<file path="src/rtl/spart_io_pkg.sv">
// spart_io_pkg: SPART address map, status bit positions and initiator FSM states
package spart_io_pkg;
  localparam logic [27:0] DATA_ADDR = 28'h800_0000;
  localparam logic [27:0] STATUS_ADDR = 28'h800_0001;
  localparam int RDA_BIT = 0;
  localparam int TBR_BIT = 1;
  typedef enum logic [2:0] {IDLE, POLL, DECIDE, READ_RX, WRITE_TX, REST} state_t;
endpackage

</file>
<file path="src/rtl/spart_io_initiator_if.sv">
// spart_io_initiator_if: SPART cache-port handshake (valid/rw/addr/wr_data out, ready/rd_data back)
interface spart_io_initiator_if #(
  parameter int ADDR_W = 28,
  parameter int DATA_W = 32
);
  logic io_valid_data;
  logic io_rw_data;
  logic [ADDR_W-1:0] mem_addr;
  logic [DATA_W-1:0] io_wr_data;
  logic io_ready_data;
  logic [DATA_W-1:0] io_rd_data;
  modport master (
    output io_valid_data, io_rw_data, mem_addr, io_wr_data,
    input io_ready_data, io_rd_data
  );
  modport slave (
    input io_valid_data, io_rw_data, mem_addr, io_wr_data,
    output io_ready_data, io_rd_data
  );
endinterface

</file>
<file path="src/rtl/byte_fifo.sv">
// byte_fifo: DEPTH-entry byte FIFO (push/din, pop/dout head, registered full/empty; rst async active-low)
module byte_fifo #(
  parameter int DEPTH = 4
) (
  input  logic       clk,
  input  logic       rst,
  input  logic       push,
  input  logic [7:0] din,
  input  logic       pop,
  output logic [7:0] dout,
  output logic       full,
  output logic       empty
);
  localparam int AW = $clog2(DEPTH);
  localparam int CW = AW + 1;
  logic [7:0] mem [DEPTH];
  logic [AW-1:0] wp, rp;
  logic [CW-1:0] cnt, cnt_nx;
  logic do_push, do_pop;
  assign do_push = push && !full;
  assign do_pop = pop && !empty;
  assign cnt_nx = cnt + CW'(do_push) - CW'(do_pop);
  assign dout = mem[rp];
  always_ff @(posedge clk or negedge rst) begin
    if (!rst) begin
      wp <= '0;
      rp <= '0;
      cnt <= '0;
      full <= 1'b0;
      empty <= 1'b1;
      for (int i = 0; i < DEPTH; i++) mem[i] <= '0;
    end else begin
      if (do_push) begin
        mem[wp] <= din;
        wp <= wp + AW'(1);
      end
      if (do_pop) rp <= rp + AW'(1);
      cnt <= cnt_nx;
      full <= cnt_nx == CW'(DEPTH);
      empty <= cnt_nx == '0;
    end
  end
endmodule

</file>
<file path="src/rtl/spart_io_initiator.sv">
// spart_io_initiator: polls SPART status, drains RX bytes to rx FIFO, feeds tx FIFO bytes out (bus via master modport; tx_*/rx_* byte client; timeout_err pulse)
module spart_io_initiator
  import spart_io_pkg::*;
#(
  parameter int ADDR_W = 28,
  parameter int DATA_W = 32,
  parameter int FIFO_DEPTH = 4,
  parameter int POLL_GAP = 4,
  parameter int TIMEOUT = 255
) (
  input  logic clk,
  input  logic rst,
  spart_io_initiator_if.master bus,
  input  logic [7:0] tx_byte,
  input  logic tx_push,
  output logic tx_full,
  output logic [7:0] rx_byte,
  input  logic rx_pop,
  output logic rx_empty,
  output logic timeout_err
);
  localparam int GW = $clog2(POLL_GAP + 1);
  localparam int WW = $clog2(TIMEOUT + 1);
  state_t state;
  logic [GW-1:0] gap;
  logic [WW-1:0] wcnt;
  logic rda, tbr;
  logic rx_full, tx_empty, rx_push, tx_pop;
  logic [7:0] tx_head;
  logic unused_rd;
  assign unused_rd = ^bus.io_rd_data[DATA_W-1:8];
  assign rx_push = state == READ_RX && bus.io_ready_data;
  assign tx_pop = state == WRITE_TX && bus.io_ready_data;
  byte_fifo #(.DEPTH(FIFO_DEPTH)) u_tx (
    .clk(clk), .rst(rst), .push(tx_push), .din(tx_byte), .pop(tx_pop),
    .dout(tx_head), .full(tx_full), .empty(tx_empty)
  );
  byte_fifo #(.DEPTH(FIFO_DEPTH)) u_rx (
    .clk(clk), .rst(rst), .push(rx_push), .din(bus.io_rd_data[7:0]), .pop(rx_pop),
    .dout(rx_byte), .full(rx_full), .empty(rx_empty)
  );
  always_ff @(posedge clk or negedge rst) begin
    if (!rst) begin
      state <= IDLE;
      gap <= '0;
      wcnt <= '0;
      rda <= 1'b0;
      tbr <= 1'b0;
      timeout_err <= 1'b0;
      bus.io_valid_data <= 1'b0;
      bus.io_rw_data <= 1'b0;
      bus.mem_addr <= '0;
      bus.io_wr_data <= '0;
    end else begin
      timeout_err <= 1'b0;
      case (state)
        IDLE: begin
          if (gap == GW'(POLL_GAP - 1)) begin
            state <= POLL;
            gap <= '0;
            wcnt <= '0;
            bus.io_valid_data <= 1'b1;
            bus.io_rw_data <= 1'b0;
            bus.mem_addr <= ADDR_W'(STATUS_ADDR);
          end else gap <= gap + GW'(1);
        end
        POLL, READ_RX, WRITE_TX: begin
          if (bus.io_ready_data) begin
            bus.io_valid_data <= 1'b0;
            state <= state == POLL ? DECIDE : REST;
            if (state == POLL) begin
              rda <= bus.io_rd_data[RDA_BIT];
              tbr <= bus.io_rd_data[TBR_BIT];
            end
          end else if (wcnt == WW'(TIMEOUT - 1)) begin
            bus.io_valid_data <= 1'b0;
            timeout_err <= 1'b1;
            state <= IDLE;
          end else wcnt <= wcnt + WW'(1);
        end
        DECIDE: begin
          wcnt <= '0;
          if (rda && !rx_full) begin
            state <= READ_RX;
            bus.io_valid_data <= 1'b1;
            bus.io_rw_data <= 1'b0;
            bus.mem_addr <= ADDR_W'(DATA_ADDR);
          end else if (tbr && !tx_empty) begin
            state <= WRITE_TX;
            bus.io_valid_data <= 1'b1;
            bus.io_rw_data <= 1'b1;
            bus.mem_addr <= ADDR_W'(DATA_ADDR);
            bus.io_wr_data <= {{(DATA_W - 8){1'b0}}, tx_head};
          end else state <= IDLE;
        end
        default: state <= IDLE;
      endcase
    end
  end
endmodule

</file>
<file path="src/flat_wrapper.sv">
// flat-port wrapper written by rule: the top's interface ports become plain ports
module spart_io_initiator_flat import spart_io_pkg::*;
#(
  parameter int ADDR_W = 28,
  parameter int DATA_W = 32,
  parameter int FIFO_DEPTH = 4,
  parameter int POLL_GAP = 4,
  parameter int TIMEOUT = 255
)
  (clk, rst, tx_byte, tx_push, tx_full, rx_byte, rx_pop, rx_empty, timeout_err, bus_io_valid_data, bus_io_rw_data, bus_mem_addr, bus_io_wr_data, bus_io_ready_data, bus_io_rd_data);
  spart_io_initiator_if #(.ADDR_W(ADDR_W), .DATA_W(DATA_W)) bus_i ();
  input  logic clk;
  input  logic rst;
  input  logic [7:0] tx_byte;
  input  logic tx_push;
  output logic tx_full;
  output logic [7:0] rx_byte;
  input  logic rx_pop;
  output logic rx_empty;
  output logic timeout_err;
  output wire logic [$bits(bus_i.io_valid_data)-1:0] bus_io_valid_data;
  output wire logic [$bits(bus_i.io_rw_data)-1:0] bus_io_rw_data;
  output wire logic [$bits(bus_i.mem_addr)-1:0] bus_mem_addr;
  output wire logic [$bits(bus_i.io_wr_data)-1:0] bus_io_wr_data;
  input wire logic [$bits(bus_i.io_ready_data)-1:0] bus_io_ready_data;
  input wire logic [$bits(bus_i.io_rd_data)-1:0] bus_io_rd_data;
  assign bus_io_valid_data = bus_i.io_valid_data;
  assign bus_io_rw_data = bus_i.io_rw_data;
  assign bus_mem_addr = bus_i.mem_addr;
  assign bus_io_wr_data = bus_i.io_wr_data;
  assign bus_i.io_ready_data = bus_io_ready_data;
  assign bus_i.io_rd_data = bus_io_rd_data;
  spart_io_initiator #(.ADDR_W(ADDR_W), .DATA_W(DATA_W), .FIFO_DEPTH(FIFO_DEPTH), .POLL_GAP(POLL_GAP), .TIMEOUT(TIMEOUT)) u_core (.clk(clk), .rst(rst), .bus(bus_i), .tx_byte(tx_byte), .tx_push(tx_push), .tx_full(tx_full), .rx_byte(rx_byte), .rx_pop(rx_pop), .rx_empty(rx_empty), .timeout_err(timeout_err));
endmodule
</file>
<file path="config.mk">
export PLATFORM = sky130hd
export DESIGN_NAME = spart_io_initiator_flat
export DESIGN_NICKNAME = d
export VERILOG_FILES = /design/src/rtl/spart_io_pkg.sv /design/src/rtl/spart_io_initiator_if.sv /design/src/rtl/byte_fifo.sv /design/src/rtl/spart_io_initiator.sv /design/src/flat_wrapper.sv
export SDC_FILE = /design/constraint.sdc
export NUM_CORES = 1
export LEC_CHECK = 0
export ABC_AREA = 1
export BUFFER_PORTS_ARGS = -buffer_cell sky130_fd_sc_hd__buf_2
export CAP_MARGIN = 20
export CORE_ASPECT_RATIO = 2
export CORE_UTILIZATION = 30
export DETAILED_ROUTE_END_ITERATION = 10
export SETUP_SLACK_MARGIN = 0.05
export SYNTH_ARGS = -nofsm -noshare
export SYNTH_HDL_FRONTEND = slang
export SYNTH_SLANG_ARGS = --single-unit
</file>
<file path="constraint.sdc">
create_clock -name clk -period 3.3 [get_ports clk]
set_input_delay 0.33 -clock clk [delete_from_list [all_inputs] [get_ports clk]]
set_output_delay 0.33 -clock clk [all_outputs]
set_load 0.02 [all_outputs]
</file>
# Word-level counts from Yosys, hierarchy flattened
# Index checks and enable logic that the tools add are counted.
[totals]
inputBits = 45
wordCells = 128
ff_bits = 137
output_inout_bits = 73
[classes]
eq_ne = 13
muxes = 40
bitwise_logic = 5
n_addsub = 10
n_lt_le_gt_ge = 6
n_reduce_logical = 26
[op_table]
columns = ["cell", "n"]
rows = [
  ["2-to-1 mux 28 bit", 3],
  ["2-to-1 mux 8 bit", 9],
  ["bitwise mux 32 bit", 2],
  ["case mux 28 bit (2 select lines)", 1],
  ["binary-select mux 8 bit (select 2 bit)", 2],
  ["demux 8 bit (select 2 bit)", 2],
  ["case mux 8 bit (3 select lines)", 1],
  ["2-to-1 mux 3 bit", 7],
  [">= comparator 3 bit, second input constant", 4],
  ["NOT 2 -> 3 bit", 4],
  ["logical AND 1 bit", 10],
  ["2-to-1 mux 1 bit", 10],
  ["equality test 3 x 2 -> 1 bit, second input constant", 3],
  ["equality test 3 bit, second input constant", 3],
  ["zero test 3 bit", 3],
  ["case mux 3 bit (3 select lines)", 1],
  ["AND reduction 3 bit", 3],
  ["adder 2 x 1 -> 2 bit, second input constant", 4],
  ["adder 8 x 1 -> 8 bit, second input constant", 1],
  ["equality test 8 bit, second input constant", 1],
  ["AND reduction 4 bit", 2],
  ["adder 3 x 1 -> 3 bit", 2],
  ["less-than comparator 3 x 1 -> 1 bit, second input constant", 2],
  ["subtractor 3 x 1 -> 3 bit", 2],
  ["14 further kinds", 18],
]

# Logic depth before layout (Yosys ltp)
[depth]
ltp_word = 6
mapped_depth = 13
ltp_nobuf = 12

# Modules after synthesis
# A second synthesis with hierarchy kept.
[unflattened]
cells_unflattened = 670
area_unflattened_um2 = 5952.0
[modules_own_cells]
columns = ["module", "cells_per_inst", "seq_area_each_um2", "n_inst", "area_each_um2"]
rows = [
  ["byte_fifo", 216, 1027.2, 2, 2005.7],
  ["spart_io_initiator", 238, 725.7, 1, 1940.6],
]

# Worst setup path before layout
# No wires, ideal clock.
[synth_timing]
path_kind = "reg-to-reg"
startpoint = "reg u_core.state[2]"
endpoint = "reg u_core.u_rx.full"
path_stages_with_launch = 14
synth_period_minus_slack_ns = 2.331
slack_ns = 0.969
required_time_ns = 3.234
arrival_ns = 2.265
setup_time_ns = 0.066
n_path_buf = 1
cell_sequence = "dfrtp_1 > inv_2 > nand2_2 > inv_2 > nand4_4 > buf_4 > ha_1 > inv_1 > ha_1 > inv_1 > fa_1 > xnor2_1 > xnor2_1 > and2_1"
[synth_via]
elab_chain_len = 6
[synth_rtl]
columns = ["element", "line_no", "source"]
rows = [
  ["from (decl)", "spart_io_initiator.sv:24", "state_t state;"],
  ["from (signal assigned)", "spart_io_initiator.sv:70", "state <= state == POLL ? DECIDE : REST;"],
  ["equality test 3 x 2 -> 1 bit", "spart_io_initiator.sv:32", "assign rx_push = state == READ_RX && bus.io_ready_data;"],
  ["logical AND 1 bit", "spart_io_initiator.sv:32", ""],
  ["logical AND 1 bit", "byte_fifo.sv:20", "assign do_push = push && !full;"],
  ["adder 3 x 1 -> 3 bit", "byte_fifo.sv:22", "assign cnt_nx = cnt + CW'(do_push) - CW'(do_pop);"],
  ["subtractor 3 x 1 -> 3 bit", "byte_fifo.sv:22", ""],
  ["via u_core.u_rx.cnt_nx[2]", "byte_fifo.sv:18", "logic [CW-1:0] cnt, cnt_nx;"],
  ["equality test 3 bit", "byte_fifo.sv:39", "full <= cnt_nx == CW'(DEPTH);"],
  ["to (signal assigned)", "byte_fifo.sv:39", ""],
  ["to (decl)", "byte_fifo.sv:11", "output logic full,"],
]
# The timed path passes the listed nets, and every way through them passes these cells.
# A chain may end at the register's enable or synchronous reset.

# Worst setup path after layout
# Same ends and word-level chain as after synthesis.

==> metrics.yaml <==
wl_per_cell_um: 13.0
synthesis.area_mm2: 0.00565
met3_usage_pct: 2.14
drt_first_pass_iters: 4
leakage_nw: 3.31
die_y_um: 196
finalCritPeriodShare_pct: 70.1
cts.sinks: 111
routed_wl_um: 12100
multi_input_area_mm2: 0.00241
grt_use_met1_pct: 15.0
layout-drive-gt1-share_pct: 12.8
area_delta_synth_final_pct: 10.2
antenna_left: 0
nFillCells: 1930
finalMaxSlewViolations: 0
cts_tree: "built"
drt_iter0_drc: 218
use_met2_pct: 25.2
design.die.area_mm2: 0.0194
ys_ff_latch: 111
hold_viol: 0
grt_overflow: 0
fin_nets: 766
cap_violations: 0
numCtsBuffers: 9
cts.hold.buffers_added: 0
min_period_ps: 2310
worst_setup_path_end_kind: "register"
worstPathMaxFanout: 6
insertion_delay_ps: 350
rsz0062_at_grt: "no"
post_cts_buffers: 0
netlist_instances: 662
yosysSeqAreaShare_pct: 49.2
status: "completed"
timing.clock.skew_ps: 5.19
cts-root-buf: "clkbuf_16"
hold_path.class: "input port to async pin"
clk_pin_slew_ps: 70
busiest_layer: "met2"
via_per_inst: 4.48
htree_levels: 3
setup_violations: 0
ctsLongestPathBuffers: 2
grt_pass1_wl_um: 20400
numPortBuffers: 43
dp_hpwl_um: 8650
grt_max_degree: 53
ir_drop_mv: 0.422
seq_area_mm2: 0.00278
final_cell_mix: "nand2_1, o21ai_0, dfrtp_1, nor2_1, conb_1"
crit_type: "register to register"
start_util_pct: 30.7
power_w: 0.00561
layout_commonest_cell: "nand2_1"
cp.required_ps: 3590
fmax_ghz: 0.432
avgSynthCellArea_um2: 8.54
grtUsageTotal_pct: 13.4
worstPathArrival_ps: 2610
diodes: 0
core_mm2: 0.0184
cts-resized-gates: 0
gp_congestion: 0.778
grt_pass1_vias: 4021
synth_cell_types: 35
whs_ps: 14.7
yosys_warnings: 0
pin_count: 118
num_rows: 70
p_per_area_mw_per_mm2: 900
startpoint_type: "register"
tightest_slew_ps: 712
die_x_um: 99.1
antenna_found_initial: 0
slew_headroom_pct: 52.5
vias: 4147
fin_tns_setup_ps: 0
drc: 0
## report_power, final
| group | leakage, nW | total (W) | switching (W) | internal, W |
|---|---|---|---|---|
| registers | 1.42 | 0.00221 | 0.000330 | 0.00188 |
| clock network | 0.156 | 0.00116 | 0.000538 | 0.000624 |
| logic | 1.73 | 0.00224 | 0.00151 | 0.000729 |
## cells in the mapped netlist (all sizes together)
cell type / count / area share [%]
o211ai: 1 / 0.13
clkbuf: 7 / 0.51
nand2: 188 / 13
ha: 15 / 3.3
nand3: 14 / 1.4
xnor2: 6 / 0.93
o21ai: 110 / 9.7
dfstp: 2 / 0.93
nor2: 71 / 6.7
o22ai: 8 / 0.89
nor3: 3 / 0.46
fa: 2 / 0.71
dfrtp: 109 / 48
inv: 50 / 3.3
a21oi: 2 / 0.18
and2: 2 / 0.22
or2: 2 / 0.22
buf: 59 / 7.6
o21bai: 1 / 0.13
conb: 1 / 0.066
nand4: 2 / 0.49
xor2: 7 / 1.1
## layer usage
layer / wire [um] / vias to the layer above
met1: 4920 / 1949
met2: 6630 / 98
li1: - / 2091
met5: 0 / -
met4: 169 / 0
met3: 349 / 9
## final cells by class
cell class	count	area share, %
sequential	111	44.6
multi-input combinational	484	38.7
tap	216	4.34
timing repair buffer	48	4.30
clock buffer	10	3.83
inverter	50	3.01
clock inverter	6	1.22
## through the flow
| stage | setup WS [ps] | util [%] | instances | cell area, um2 |
|---|---|---|---|---|
| after floorplan | 969 | - | 711 | 5840 |
| after global placement | 1030 | 32.2 | 909 | 5920 |
| after detailed placement | 968 | 32.2 | 909 | 5920 |
| after CTS | 945 | 33.9 | 925 | 6230 |
| after global routing | 803 | 33.9 | 925 | 6230 |
| final | 987 | 33.9 | 925 | 6230 |
## critical path: stages, from the launching register on
cell     delay [ps]
dfrtp_1         450
inv_2            90
nand2_2          70
inv_2            90
nand4_4          70
ha_1            300
inv_1            60
ha_1            130
inv_1            50
fa_1            400
xnor2_1         150
xnor2_1         240
and2_1          160
## path summary, 6_finish.rpt
| path | startpoint | to | slack [ps] | cells past startpoint |
|---|---|---|---|---|
| min in group clk | bus_io_rd_data[2] | u_core.u_rx.mem[2] | 230 | 3 |
| hold reg to reg | u_core.bus.mem_addr[27] | u_core.bus.mem_addr[27] | 470 | 2 |
| max in group asynchronous | rst | u_core.u_rx.empty | 2460 | 2 |
| setup reg to reg | u_core.state[2] | u_core.u_rx.full | 990 | 12 |
| hold / removal | rst | u_core.u_tx.wp[1] | 10 | 1 |
| setup / recovery | u_core.state[2] | u_core.u_rx.full | 990 | 12 |
## logic make-up (layout without fill, tap and decap cells)
family	after synthesis	count (layout)	synth area share, %
AND/OR/NAND/NOR	282	282	22.2
XOR/XNOR	13	13	2.01
other	1	50	0.0663
flip-flops	111	111	49.2
AO/OA/AOI/OAI	122	122	11.1
adder cells (fa/ha/maj)	17	17	4.03
buffers and inverters	116	114	11.4
## flip-flops by register name, indices dropped and copies added (netlist names), 3 cells and up
signal / count
u_core.bus.io_wr_data: 8
u_core.state: 3
u_core.gap: 3
u_core.u_rx.cnt: 3
u_core.u_tx.mem: 32
u_core.u_rx.mem: 32
u_core.wcnt: 8
u_core.u_tx.cnt: 3
Power figures use the tool's default switching activity.
